$ cat src/rtl/needs_engine.sv
// needs_engine: produces the five pet need levels (hunger, happiness, health,
// hygiene, energy). Needs grow with game time and are reduced by care actions.
// The block also owns the alive/sleep/dead sequencing.
//
// Ports
//   clk_i          system clock
//   rst_ni         synchronous reset, active low
//   care_valid_i   care action request
//   care_action_i  0 FEED, 1 PLAY, 2 MEDICINE, 3 CLEAN, 4 SLEEP, 5-7 invalid
//   care_ready_o   an action can be accepted this cycle
//   care_err_o     1-cycle pulse after an invalid action code was accepted
//   hunger_o, happiness_o, health_o, hygiene_o, energy_o
//                  need levels 0..15 (15 is fatal)
//   tick_o         1-cycle game-tick pulse
//   sleeping_o     high while asleep
//   dead_o         high while dead
module needs_engine #(
  parameter int unsigned TICK_DIV    = 1000,
  parameter int unsigned HUNGER_PER  = 4,
  parameter int unsigned HAPPY_PER   = 6,
  parameter int unsigned HYGIENE_PER = 8,
  parameter int unsigned ENERGY_PER  = 5,
  parameter int unsigned HEALTH_PER  = 10,
  parameter int unsigned CARE_AMT    = 4,
  parameter int unsigned SLEEP_TICKS = 8
) (
  input  logic       clk_i,
  input  logic       rst_ni,
  input  logic       care_valid_i,
  input  logic [2:0] care_action_i,
  output logic       care_ready_o,
  output logic       care_err_o,
  output logic [3:0] hunger_o,
  output logic [3:0] happiness_o,
  output logic [3:0] health_o,
  output logic [3:0] hygiene_o,
  output logic [3:0] energy_o,
  output logic       tick_o,
  output logic       sleeping_o,
  output logic       dead_o
);

  localparam int unsigned PRESC_W   = $clog2(TICK_DIV);
  localparam int unsigned CNT_W     = 8;
  localparam int unsigned NUM_NEEDS = 5;

  localparam int unsigned N_HUNGER  = 0;
  localparam int unsigned N_HAPPY   = 1;
  localparam int unsigned N_HEALTH  = 2;
  localparam int unsigned N_HYGIENE = 3;
  localparam int unsigned N_ENERGY  = 4;

  localparam logic [2:0] ACT_FEED     = 3'd0;
  localparam logic [2:0] ACT_PLAY     = 3'd1;
  localparam logic [2:0] ACT_MEDICINE = 3'd2;
  localparam logic [2:0] ACT_CLEAN    = 3'd3;
  localparam logic [2:0] ACT_SLEEP    = 3'd4;

  localparam logic [3:0] CARE_DEC  = 4'(CARE_AMT);
  localparam logic [3:0] NEED_MAX  = 4'd15;
  localparam logic [3:0] SICK_THR  = 4'd12;

  typedef enum logic [1:0] {
    ST_ALIVE = 2'd0,
    ST_SLEEP = 2'd1,
    ST_DEAD  = 2'd2
  } state_e;

  // Last count of each need's growth period counter.
  function automatic logic [CNT_W-1:0] per_last(input int unsigned idx);
    case (idx)
      N_HUNGER:  per_last = CNT_W'(HUNGER_PER - 1);
      N_HAPPY:   per_last = CNT_W'(HAPPY_PER - 1);
      N_HEALTH:  per_last = CNT_W'(HEALTH_PER - 1);
      N_HYGIENE: per_last = CNT_W'(HYGIENE_PER - 1);
      default:   per_last = CNT_W'(ENERGY_PER - 1);
    endcase
  endfunction

  // Net update clamped to 0..15; 6-bit signed keeps cur-dec+inc from wrapping.
  function automatic logic [3:0] apply_delta(input logic [3:0] cur,
                                             input logic [3:0] dec_amt,
                                             input logic [1:0] inc_amt);
    logic signed [5:0] sum;
    sum = $signed({2'b00, cur}) - $signed({2'b00, dec_amt}) + $signed({4'b0000, inc_amt});
    if (sum < 6'sd0) begin
      apply_delta = 4'd0;
    end else if (sum > 6'sd15) begin
      apply_delta = NEED_MAX;
    end else begin
      apply_delta = sum[3:0];
    end
  endfunction

  state_e              state_q, state_d;
  logic [PRESC_W-1:0]  presc_q, presc_d;
  logic                tick_q, tick_d;
  logic [CNT_W-1:0]    per_q   [NUM_NEEDS];
  logic [CNT_W-1:0]    per_d   [NUM_NEEDS];
  logic [CNT_W-1:0]    sleep_q, sleep_d;
  logic [3:0]          need_q  [NUM_NEEDS];
  logic [3:0]          need_d  [NUM_NEEDS];
  logic [3:0]          need_dec[NUM_NEEDS];
  logic [1:0]          need_inc[NUM_NEEDS];
  logic                err_q, err_d;
  logic                ready_q, sleeping_q, dead_q;
  logic                accept;
  logic                fatal;

  // Next-state, need arithmetic and tick generation.
  always_comb begin
    state_d = state_q;
    presc_d = presc_q;
    tick_d  = 1'b0;
    sleep_d = sleep_q;
    err_d   = 1'b0;
    accept  = care_valid_i && ready_q;
    fatal   = 1'b0;
    for (int unsigned i = 0; i < NUM_NEEDS; i++) begin
      per_d[i]    = per_q[i];
      need_d[i]   = need_q[i];
      need_dec[i] = 4'd0;
      need_inc[i] = 2'd0;
      if (need_q[i] == NEED_MAX) begin
        fatal = 1'b1;
      end
    end

    case (state_q)
      ST_ALIVE: begin
        if (accept) begin
          case (care_action_i)
            ACT_FEED: begin
              need_dec[N_HUNGER]  = CARE_DEC;
              need_inc[N_HYGIENE] = 2'd1;
            end
            ACT_PLAY: begin
              need_dec[N_HAPPY]  = CARE_DEC;
              need_inc[N_ENERGY] = 2'd1;
            end
            ACT_MEDICINE: need_dec[N_HEALTH]  = CARE_DEC;
            ACT_CLEAN:    need_dec[N_HYGIENE] = CARE_DEC;
            ACT_SLEEP: begin
              state_d = ST_SLEEP;
              sleep_d = '0;
            end
            default:      err_d = 1'b1;
          endcase
        end
      end
      ST_SLEEP: begin
        // Rest recovers one energy per tick; wake after SLEEP_TICKS ticks.
        if (tick_q) begin
          need_dec[N_ENERGY] = 4'd1;
          if (sleep_q == CNT_W'(SLEEP_TICKS - 1)) begin
            state_d = ST_ALIVE;
            sleep_d = '0;
          end else begin
            sleep_d = sleep_q + CNT_W'(1);
          end
        end
      end
      default: ;
    endcase

    // Everything freezes in DEAD, including the prescaler.
    if (state_q != ST_DEAD) begin
      tick_d  = (presc_q == PRESC_W'(TICK_DIV - 1));
      presc_d = tick_d ? '0 : presc_q + PRESC_W'(1);

      if (tick_q) begin
        for (int unsigned i = 0; i < NUM_NEEDS; i++) begin
          if (per_q[i] == per_last(i)) begin
            per_d[i] = '0;
            // Fatigue does not build up while asleep.
            if (!((i == N_ENERGY) && (state_q == ST_SLEEP))) begin
              need_inc[i] = need_inc[i] + 2'd1;
            end
          end else begin
            per_d[i] = per_q[i] + CNT_W'(1);
          end
        end
        // Starvation or filth makes the pet sicker on every tick.
        if ((need_q[N_HUNGER] >= SICK_THR) || (need_q[N_HYGIENE] >= SICK_THR)) begin
          need_inc[N_HEALTH] = need_inc[N_HEALTH] + 2'd1;
        end
      end

      for (int unsigned i = 0; i < NUM_NEEDS; i++) begin
        need_d[i] = apply_delta(need_q[i], need_dec[i], need_inc[i]);
      end

      // Death wins over waking up.
      if (fatal) begin
        state_d = ST_DEAD;
      end
    end
  end

  // State and output registers.
  always_ff @(posedge clk_i) begin
    if (!rst_ni) begin
      state_q    <= ST_ALIVE;
      presc_q    <= '0;
      tick_q     <= 1'b0;
      sleep_q    <= '0;
      err_q      <= 1'b0;
      ready_q    <= 1'b1;
      sleeping_q <= 1'b0;
      dead_q     <= 1'b0;
      for (int unsigned i = 0; i < NUM_NEEDS; i++) begin
        per_q[i]  <= '0;
        need_q[i] <= 4'd0;
      end
    end else begin
      state_q    <= state_d;
      presc_q    <= presc_d;
      tick_q     <= tick_d;
      sleep_q    <= sleep_d;
      err_q      <= err_d;
      ready_q    <= (state_d == ST_ALIVE);
      sleeping_q <= (state_d == ST_SLEEP);
      dead_q     <= (state_d == ST_DEAD);
      for (int unsigned i = 0; i < NUM_NEEDS; i++) begin
        per_q[i]  <= per_d[i];
        need_q[i] <= need_d[i];
      end
    end
  end

  assign care_ready_o = ready_q;
  assign care_err_o   = err_q;
  assign hunger_o     = need_q[N_HUNGER];
  assign happiness_o  = need_q[N_HAPPY];
  assign health_o     = need_q[N_HEALTH];
  assign hygiene_o    = need_q[N_HYGIENE];
  assign energy_o     = need_q[N_ENERGY];
  assign tick_o       = tick_q;
  assign sleeping_o   = sleeping_q;
  assign dead_o       = dead_q;

endmodule

$ cat config.mk
export PLATFORM = sky130hd
export DESIGN_NAME = needs_engine
export DESIGN_NICKNAME = d
export VERILOG_FILES = /design/src/rtl/needs_engine.sv
export SDC_FILE = /design/constraint.sdc
export NUM_CORES = 1
export LEC_CHECK = 0
export ABC_AREA = 0
export CORE_ASPECT_RATIO = 1.1
export CORE_MARGIN = 2
export CORE_UTILIZATION = 50
export CTS_CLUSTER_DIAMETER = 80
export CTS_CLUSTER_SIZE = 16
export DETAILED_ROUTE_END_ITERATION = 8
export PLACE_DENSITY = 0.72
export SYNTH_ARGS = -nofsm -noshare
export SYNTH_HDL_FRONTEND = slang
export SYNTH_SLANG_ARGS = --single-unit
$ cat constraint.sdc
create_clock -name clk_i -period 3.8 [get_ports clk_i]
set_clock_uncertainty 0.05 [all_clocks]
set_input_delay 1.14 -clock clk_i [delete_from_list [all_inputs] [get_ports clk_i]]
set_output_delay 1.14 -clock clk_i [all_outputs]
set_load 0.02 [all_outputs]
# Word level (Yosys, flattened, before mapping)
# Memories as Yosys holds them, arrays and structs flattened.
# Cells that the tools add are included.
# classes
addsub	20
n_mul	0
div	0
n_lt_le_gt_ge	12
eq_ne	23
n_shift	0
muxes	82
bitwise	10
reduce_logical	10
# op_table
op	n
2-to-1 mux 8 bit	24
2-to-1 mux 40 bit	2
2-to-1 mux 4 bit	15
adder 8 x 1 -> 8 bit, second input constant	6
equality test 8 bit	5
adder 5 x 3 -> 6 bit	5
greater-than comparator 6 x 5 -> 1 bit, second input constant	5
less-than comparator 6 x 1 -> 1 bit, second input constant	5
2-to-1 mux 2 bit	12
equality test 4 bit, second input constant	5
2-to-1 mux 10 bit	2
2-to-1 mux 20 bit	1
subtractor 4 x 4 -> 5 bit	4
2-to-1 mux 3 bit	6
2-to-1 mux 16 bit	1
one-hot mux 8 bit (2 select lines)	1
2-to-1 mux 1 bit	15
2-to-1 mux 15 bit	1
adder 10 x 1 -> 10 bit, second input constant	1
equality test 10 bit, second input constant	1
bitwise OR 1 bit	10
2-to-1 mux 9 bit	1
equality test 8 x 3 -> 1 bit, second input constant	1
>= comparator 4 bit, second input constant	2
19 further kinds	26
# totals
register_bits	25
latchBits	0
ram_bits	60
romBits	0
input_bits	6
output_inout_bits	25
elab_cells	167
n_memories	2
# mem_list
name	depth	word_bits	rd	rd_clocked_by_memory_dff	write_ports	line_no	source
per_q	5	8	5	0	5	98	logic [CNT_W-1:0] per_q [NUM_NEEDS];
need_q	5	4	5	0	5	101	logic [3:0] need_q [NUM_NEEDS];

# Longest topological paths before layout
# depth
word_depth	16
ltp_mapped	13
mapped_depth_nobuf	13

# Worst setup path after synthesis
# OpenSTA, ideal clock, no wires.
# synth_timing
path_type	input -> register
startpoint	input care_valid_i
endpoint	memory need_q[3][3] (netlist: need_q[0][15])
setup_ns	0.101
arrival_ns	3.634
required_time_ns	3.649
setup_slack_ns	0.015
cell_stages	12
path_buffers	0
cell_sequence	and4bb_2 nor2b_1 and2_1 ha_1 mux2_2 ha_1 inv_1 fa_1 or4_1 a21oi_1 a211oi_1 o41ai_1
# synth_rtl
element	line_no	source
from (decl)	29	input logic care_valid_i,
to (decl)	101	

==> metrics.md <==
| Metric | Value |
|---|---|
| CTS tree | `yes` |
| Crit path cell chain | `clkdlybuf4s50_1, and4bb_2, nor2b_4, and2_4, ha_4, mux2_4, ha_4, inv_2, fa_2, buf_6, nor3_2, nor4bb_1, a211oi_1, o41ai_1` |
| Hold EP | `per_q[0][25]` |
| Max-cap violations | `0` |
| Status | `finished, final reports clean` |
| Reg clk slew, reported paths | `roughly 0.080 ns` |
| Slowest stage delay, CP | `0.45 ns` |
| Initial Utilization | `slightly above 50%` |
| R2R setup slack | `approximately 0.23 ns` |
| Overall power | `1.71 mW` |
| Largest net degree at the start of global routing | `29` |
| Launching point of the worst reg2reg path | `per_q[0][16]` |
| FF+latch area | `approximately 0.0017 sq mm` |
| Die width | `between 90 and 100 um` |
| PD cells | `a little under 300 mW/mm^2` |
| Final period utilization | `98.3%` |
| Synthesized area | `approximately 0.005 sq mm` |
| Row count | `38` |
| Util after Layout | `between 50% and 60%` |
| Fmax | `around 270 MHz` |
| Total GRT Usage | `21.9%` |
| Worst-case reg-to-reg path depth | `12` |
| DR vias | `approximately 4500` |
| Most frequent CP cell | `ha_4` |
| Clock latency at the later pin of the worst-skew pair | `~0.36 ns` |
| Synth top cells by count | `dfxtp_1 (85), nor2_1 (52), nand2_1 (42)` |
| Slew @ Worst Pin | `0.762 ns` |
| CP arrival | `3.94 ns` |
| Vias in the first global route | `~4200` |
| Cell Area, Placed | `~0.0056 sq mm` |
| Slew HR | `between 40% and 50%` |
| Final instance area | `between 0.005 and 0.006 sq mm` |
| Kind of critical path | `in -> reg` |
| Cell taking the most area after synthesis | `dfxtp_1` |
| H-tree depth | `3` |
| Syn_nets | `between 600 and 700` |
| Distinct cells, synth | `between 60 and 70` |
| Setup crit end kind | `flip-flop` |
| Top FF cell, synth | `dfxtp_1` |
| Async S/R FF share, synth | `0%` |
| DRC viols | `0` |
| Endpoints failing setup | `0` |
| Top cells by area, synth | `dfxtp_1 (34%), ha_1 (9.2%), xor2_1 (4.5%)` |
| Net count, final | `about 700` |
| Antenna fix cells | `0` |
| Via/cell ratio | `between 5 and 6` |
| Worst vdd ir | `0.000193 V` |
| Die Area | `roughly 0.011 sq mm` |
| Die Span Y | `approximately 110 um` |
| DR pass1 iterations | `5` |
| Synth Warn # | `0` |
| Leakage power | `roughly 2.2 nW` |
| Area grow syn2layout | `16.1%` |
| Post-synth EDFFs | `0` |
| Hold Path Class | `reg -> reg` |
| Nature of the critical path startpoint | `input port` |
| Clock Sinks | `85` |
| Congestion Overflow GR | `0` |
| Post-CTS Setup Inserts | `0` |
| Fin Setup TNS | `0 ns` |
| Crit path max fanout | `3` |
| Share of cells above drive strength 1 | `around 11%` |
| Multi-input gate area | `0.00320 sq mm` |
| DP Wirelength | `8290 um` |
| PortBufs | `30` |
| Num ports | `31` |
| CP required | `around 4 ns` |
| Synth Instances | `approximately 600` |
| Final ANT Viol Nets | `0` |
| WHS Path Cells | `2` |
| CTS Buf Count | `9` |
| Drt total wl | `approximately 12000 um` |
| RSZ-0062 raised after global routing | `true` |
| Core Area | `between 0.009 and 0.01 sq mm` |
| First-pass GRT wire length | `about 19000 um` |
| Antenna violations before repair | `0` |
| Final Hold Viols | `0` |
| Sequential area share after synthesis | `33.8%` |
| Max-slew violation count | `0` |
| Average routed wire per standard cell | `~15 um` |
| Syn avg cell area | `8.44 sq um` |
| Most frequent cell after synthesis | `dfxtp_1` |
| Root buffer selected by CTS | `clkbuf_8` |
| R2r endpoint | `need_q[0][11]` |
| Initial drt markers | `roughly 270` |
| Hold Startpoint | `per_q[0][25]` |
| Worst path slowest cell | `clkdlybuf4s50_1` |
| Clk buf depth | `2` |
| Fill cells | `roughly 850` |
| Fin crit period | `3.74 ns` |
| Yosys reg bits | `between 80 and 90` |
| Share of the synthesized area in the top cell type | `33.8%` |
| GPL Wtd Cong | `a little over 0.8` |
==> through the flow <==
stage	setup WS (ns)	hold WS, ns	cells
2_1_floorplan	0.0149	0.394	597
6_report	0.0640	0.430	765
3_5_place_dp	-0.496	0.418	750
5_1_grt	-0.0346	0.457	765
3_3_place_gp	-0.410	0.406	750
4_1_cts	0.0153	0.428	765
==> repair_timing <==
action                     in CTS  in global routing
hold buffers                    0                  0
pin swaps                       1                  7
setup endpoints to repair       4                  8
resized for setup               5                 11
==> critical path, delay by kind of cell <==
family	cells	cell delay (ns)
and+or+nand+nor	5	0.93
buffers and inverters	3	0.61
adders and majority gates	3	0.59
AOI/OAI and AO/OA	2	0.40
muxes	1	0.28
==> report_power, final <==
group	total, mW	internal, mW	switching, mW
Clock	0.658	0.338	0.319
Sequential	0.913	0.902	0.0113
Combinational	0.142	0.0650	0.0768
==> logic make-up after synthesis <==
kind of cell    Yosys count  share of synthesized area, %
flops                    85                          33.8
xor+xnor                 40                          7.10
simple gates            250                          27.2
compound gates          128                          16.9
buf+inv                  52                          4.19
fa+ha+maj                40                          10.4
mux                       2                         0.447
==> final cells by class <==
class	instances	area share (%)
Sequential cell	85	29.1
Clock inverter	3	0.748
Inverter	31	1.99
Clock buffer	12	2.65
Timing Repair Buffer	54	8.27
Multi-Input combinational cell	460	54.7
Tap cell	120	2.57
==> routing by layer <==
metal,wire (um),vias up,GRT usage (%)
met3,504,13,3.81
met2,5650,112,37.7
li1,-,2253,-
met5,0,-,0
met4,187,0,7.93
met1,5290,2148,27.7
==> worst max-delay path by stage <==
stage | slack [ns] | cells after the start | to | startpoint
after global routing | -0.03 | 13 | need_q[0][15] | care_valid_i
final | 0.06 | 14 | need_q[0][15] | care_valid_i
after floorplan | 0.01 | 12 | need_q[0][15] | care_valid_i
after detailed placement | -0.50 | 13 | need_q[0][15] | care_valid_i
after CTS | 0.02 | 13 | need_q[0][15] | care_valid_i
after global placement | -0.41 | 13 | need_q[0][15] | care_valid_i
==> sequential cells by signal (all words and copies together) (netlist names) <==
register	count
care_err_o	1
care_ready_o	1
dead_o	1
need_q	20
per_q	40
presc_q	10
sleep_q	8
sleeping_o	1
state_q	2
tick_o	1
==> cell usage in the layout (no fill, tap or decap), types with 9 or more instances in the layout <==
cell	synthesis	final
buf_4	1	23
xnor2_1	13	13
xor2_1	26	26
a21o_1	12	12
clkdlybuf4s50_1	0	30
or3_1	17	17
nand2_1	42	42
dfxtp_1	85	85
clkbuf_8	0	11
and2_1	19	18
nand4_1	27	27
and3_1	9	9
inv_1	30	29
a21oi_1	33	32
ha_1	37	35
o21ai_0	37	37
nor2_1	52	52
nand3_1	22	22
a31oi_1	10	10
No activity file was read; power rests on OpenSTA's default activity.
==> variant (same settings) <==
Reset style: asynchronous (`rst_ni`), changed in one clocked block. Comments in the files are not updated.
--- a/src/rtl/needs_engine.sv
+++ b/src/rtl/needs_engine.sv
@@ -198,7 +198,7 @@
   end
 
   // State and output registers.
-  always_ff @(posedge clk_i) begin
+  always_ff @(posedge clk_i or negedge rst_ni) begin
     if (!rst_ni) begin
       state_q    <= ST_ALIVE;
       presc_q    <= '0;
Check against the original RTL: differs if rst_ni is asserted again (counterexample within 4 cycles, from zero or initial values and one cycle with rst_ni low); with rst_ni held inactive, the same outputs for 4 cycles.
==> variant against the unedited design <==
  * Count of clock-buffer cells in the layout shrank 2
  * Sequential share of layout area grew 8.0 points
  * Area after synthesis shrank 2.7%
  * Routed wire length shrank 15%
  * Via count shrank 16%
  * Final area shrank 2.0%
  * Worst setup slack gained 0.19 ns
  * Sequential cell count is the same
  * Critical endpoint is now energy_o[3]$_DFFE_PN0N_
  * First-iteration DRC count shrank 35%
Power is not compared: it rests on default switching activity, and its combinational part moved more than twofold at a synthesized area within 25%.
==> variant: results <==
status:
  outcome: "completed"
final_layout:
  biggestRegsByFlops: "per_q: 40 flops, presc_q: 10 flops, sleep_q: 8 flops"
  post_route_cells_drive_above_1_share: 0.1103
  final_nets: 604
  count_of_filler_cells_inserted_in_the_layout: 812
worst_hold_path:
  min_delay_worst_endpoint: "per_q[31]$_DFFE_PN0P_"
  hold_path.startpoint: "per_q[31]$_DFFE_PN0P_"
  hp-class: "reg2reg"
  hold_path_depth: 1
placement:
  finalWeightedCongestion: 0.7958
  post_dp_cell_area_um2: 5420
  post-dp-hpwl_mm: 7.023
synth:
  synth_sequential_area_ratio: 0.4338
  synth_top_cells_by_count: "dfrtp_1 (84), nand2_1 (53), nor2_1 (38)"
  synth_top_area_cells: "dfrtp_1 (43%), ha_1 (9.4%), xnor2_1 (4.8%)"
  number_of_nets_in_the_synthesized_netlist: 558
  post_synth_num_cell_types: 48
  synthFlopType: "dfrtp_1"
  synth_async_sr_flop_share: 1.000
grt:
  gr-usage-all-layers: 0.1961
  via_count_of_the_first_global_routing_pass: 3707
  pin_count_of_the_biggest_net_entering_global_routing: 86
  met2_usage: 0.3280
  grt_first_pass_wirelength_mm: 16.90
  global_route.usage.met3: 0.02468
route:
  dr.pass1.iters: 4
  drt_iter0_drc: 175
  postRouteWirelength_mm: 9.925
  via_per_inst: 5.568
setup_path:
  timing.critical_path.fanout_max: 4
  worstPathArrival_ns: 3.77
  timing.reg2reg.worst_path_depth: 13
  reg2reg_from: "per_q[17]$_DFFE_PN0P_"
  regToRegEndpoint: "health_o[2]$_DFFE_PN0N_"
clocking:
  clock_latency_ns: 0.35
[variant: how the worst max path moves through the flow]
| stage | start | to | slack, ns |
|---|---|---|---|
| floorplan | care_action_i[2] | hygiene_o[1]$_DFFE_PN0N_ | 0.28 |
| global placement | care_valid_i | hygiene_o[1]$_DFFE_PN0N_ | -0.24 |
| detailed placement | care_valid_i | hygiene_o[3]$_DFFE_PN0N_ | -0.33 |
| CTS | care_valid_i | hygiene_o[3]$_DFFE_PN0N_ | 0.07 |
| global route | care_action_i[1] | energy_o[3]$_DFFE_PN0N_ | 0.11 |
| finish | care_action_i[1] | energy_o[3]$_DFFE_PN0N_ | 0.25 |
[variant: area by class of cell]
type	count	share of cell area
inverters	28	0.01833
well taps	117	0.02553
flip-flops and latches	85	0.3712
clock inverters	5	0.01309
clock buffers	10	0.02401
multi-input cells	383	0.4675
repair buffers	51	0.08031
[variant: kinds of logic after synthesis]
group	count (synthesis)	share of synthesized area
simple gates	214	0.2326
flops	85	0.4338
compound gates	78	0.09768
xor+xnor	47	0.08391
buf+inv	44	0.03622
fa+ha+maj	40	0.1066
mux	4	0.009181
[variant: metrics by stage]
| stage | cells | setup TNS [ns] | worst slack, ns | utilization | hold slack, ns |
|---|---|---|---|---|---|
| 2_1_floorplan | 512 | 0 | 0.2751 | - | 0.3847 |
| 3_3_place_gp | 662 | -1.584 | -0.2398 | 0.5739 | 0.4110 |
| 3_5_place_dp | 662 | -2.075 | -0.3279 | 0.5739 | 0.4149 |
| 4_1_cts | 677 | 0 | 0.06646 | 0.5964 | 0.4266 |
| 5_1_grt | 679 | 0 | 0.1077 | 0.6070 | 0.4546 |
| 6_report | 679 | 0 | 0.2545 | 0.6070 | 0.4226 |
[variant: power groups by stage]
stage               Sequential (W)  Clock, W  Combinational [W]
floorplan                 0.000922         0        0.000000480
global placement          0.000922         0          0.0000279
detailed placement        0.000922         0          0.0000281
CTS                       0.000904  0.000710          0.0000282
global route              0.000904  0.000749          0.0000313
finish                    0.000904  0.000694          0.0000259
[variant: what timing repair did]
action,4_1_cts,5_1_grt
buffers inserted,0,2
setup endpoints to repair,0,8
gates resized for setup,0,19
[variant: metal layers]
layer  up-vias  share of wire
met5         -              0
met1      1841           0.46
li1       1884              -
met2        43           0.49
met3        13          0.024
met4         0          0.019
[variant: worst max-delay path, stage by stage]
cell and delay, ns:
clkdlybuf4s50_1 0.48, buf_4 0.11, and3b_2 0.23, ha_4 0.26, mux2_4 0.15, ha_4 0.14
inv_2 0.04, fa_2 0.38, nor4bb_2 0.33, a21oi_2 0.07, a21oi_2 0.21, nand2_1 0.08
a31oi_1 0.16
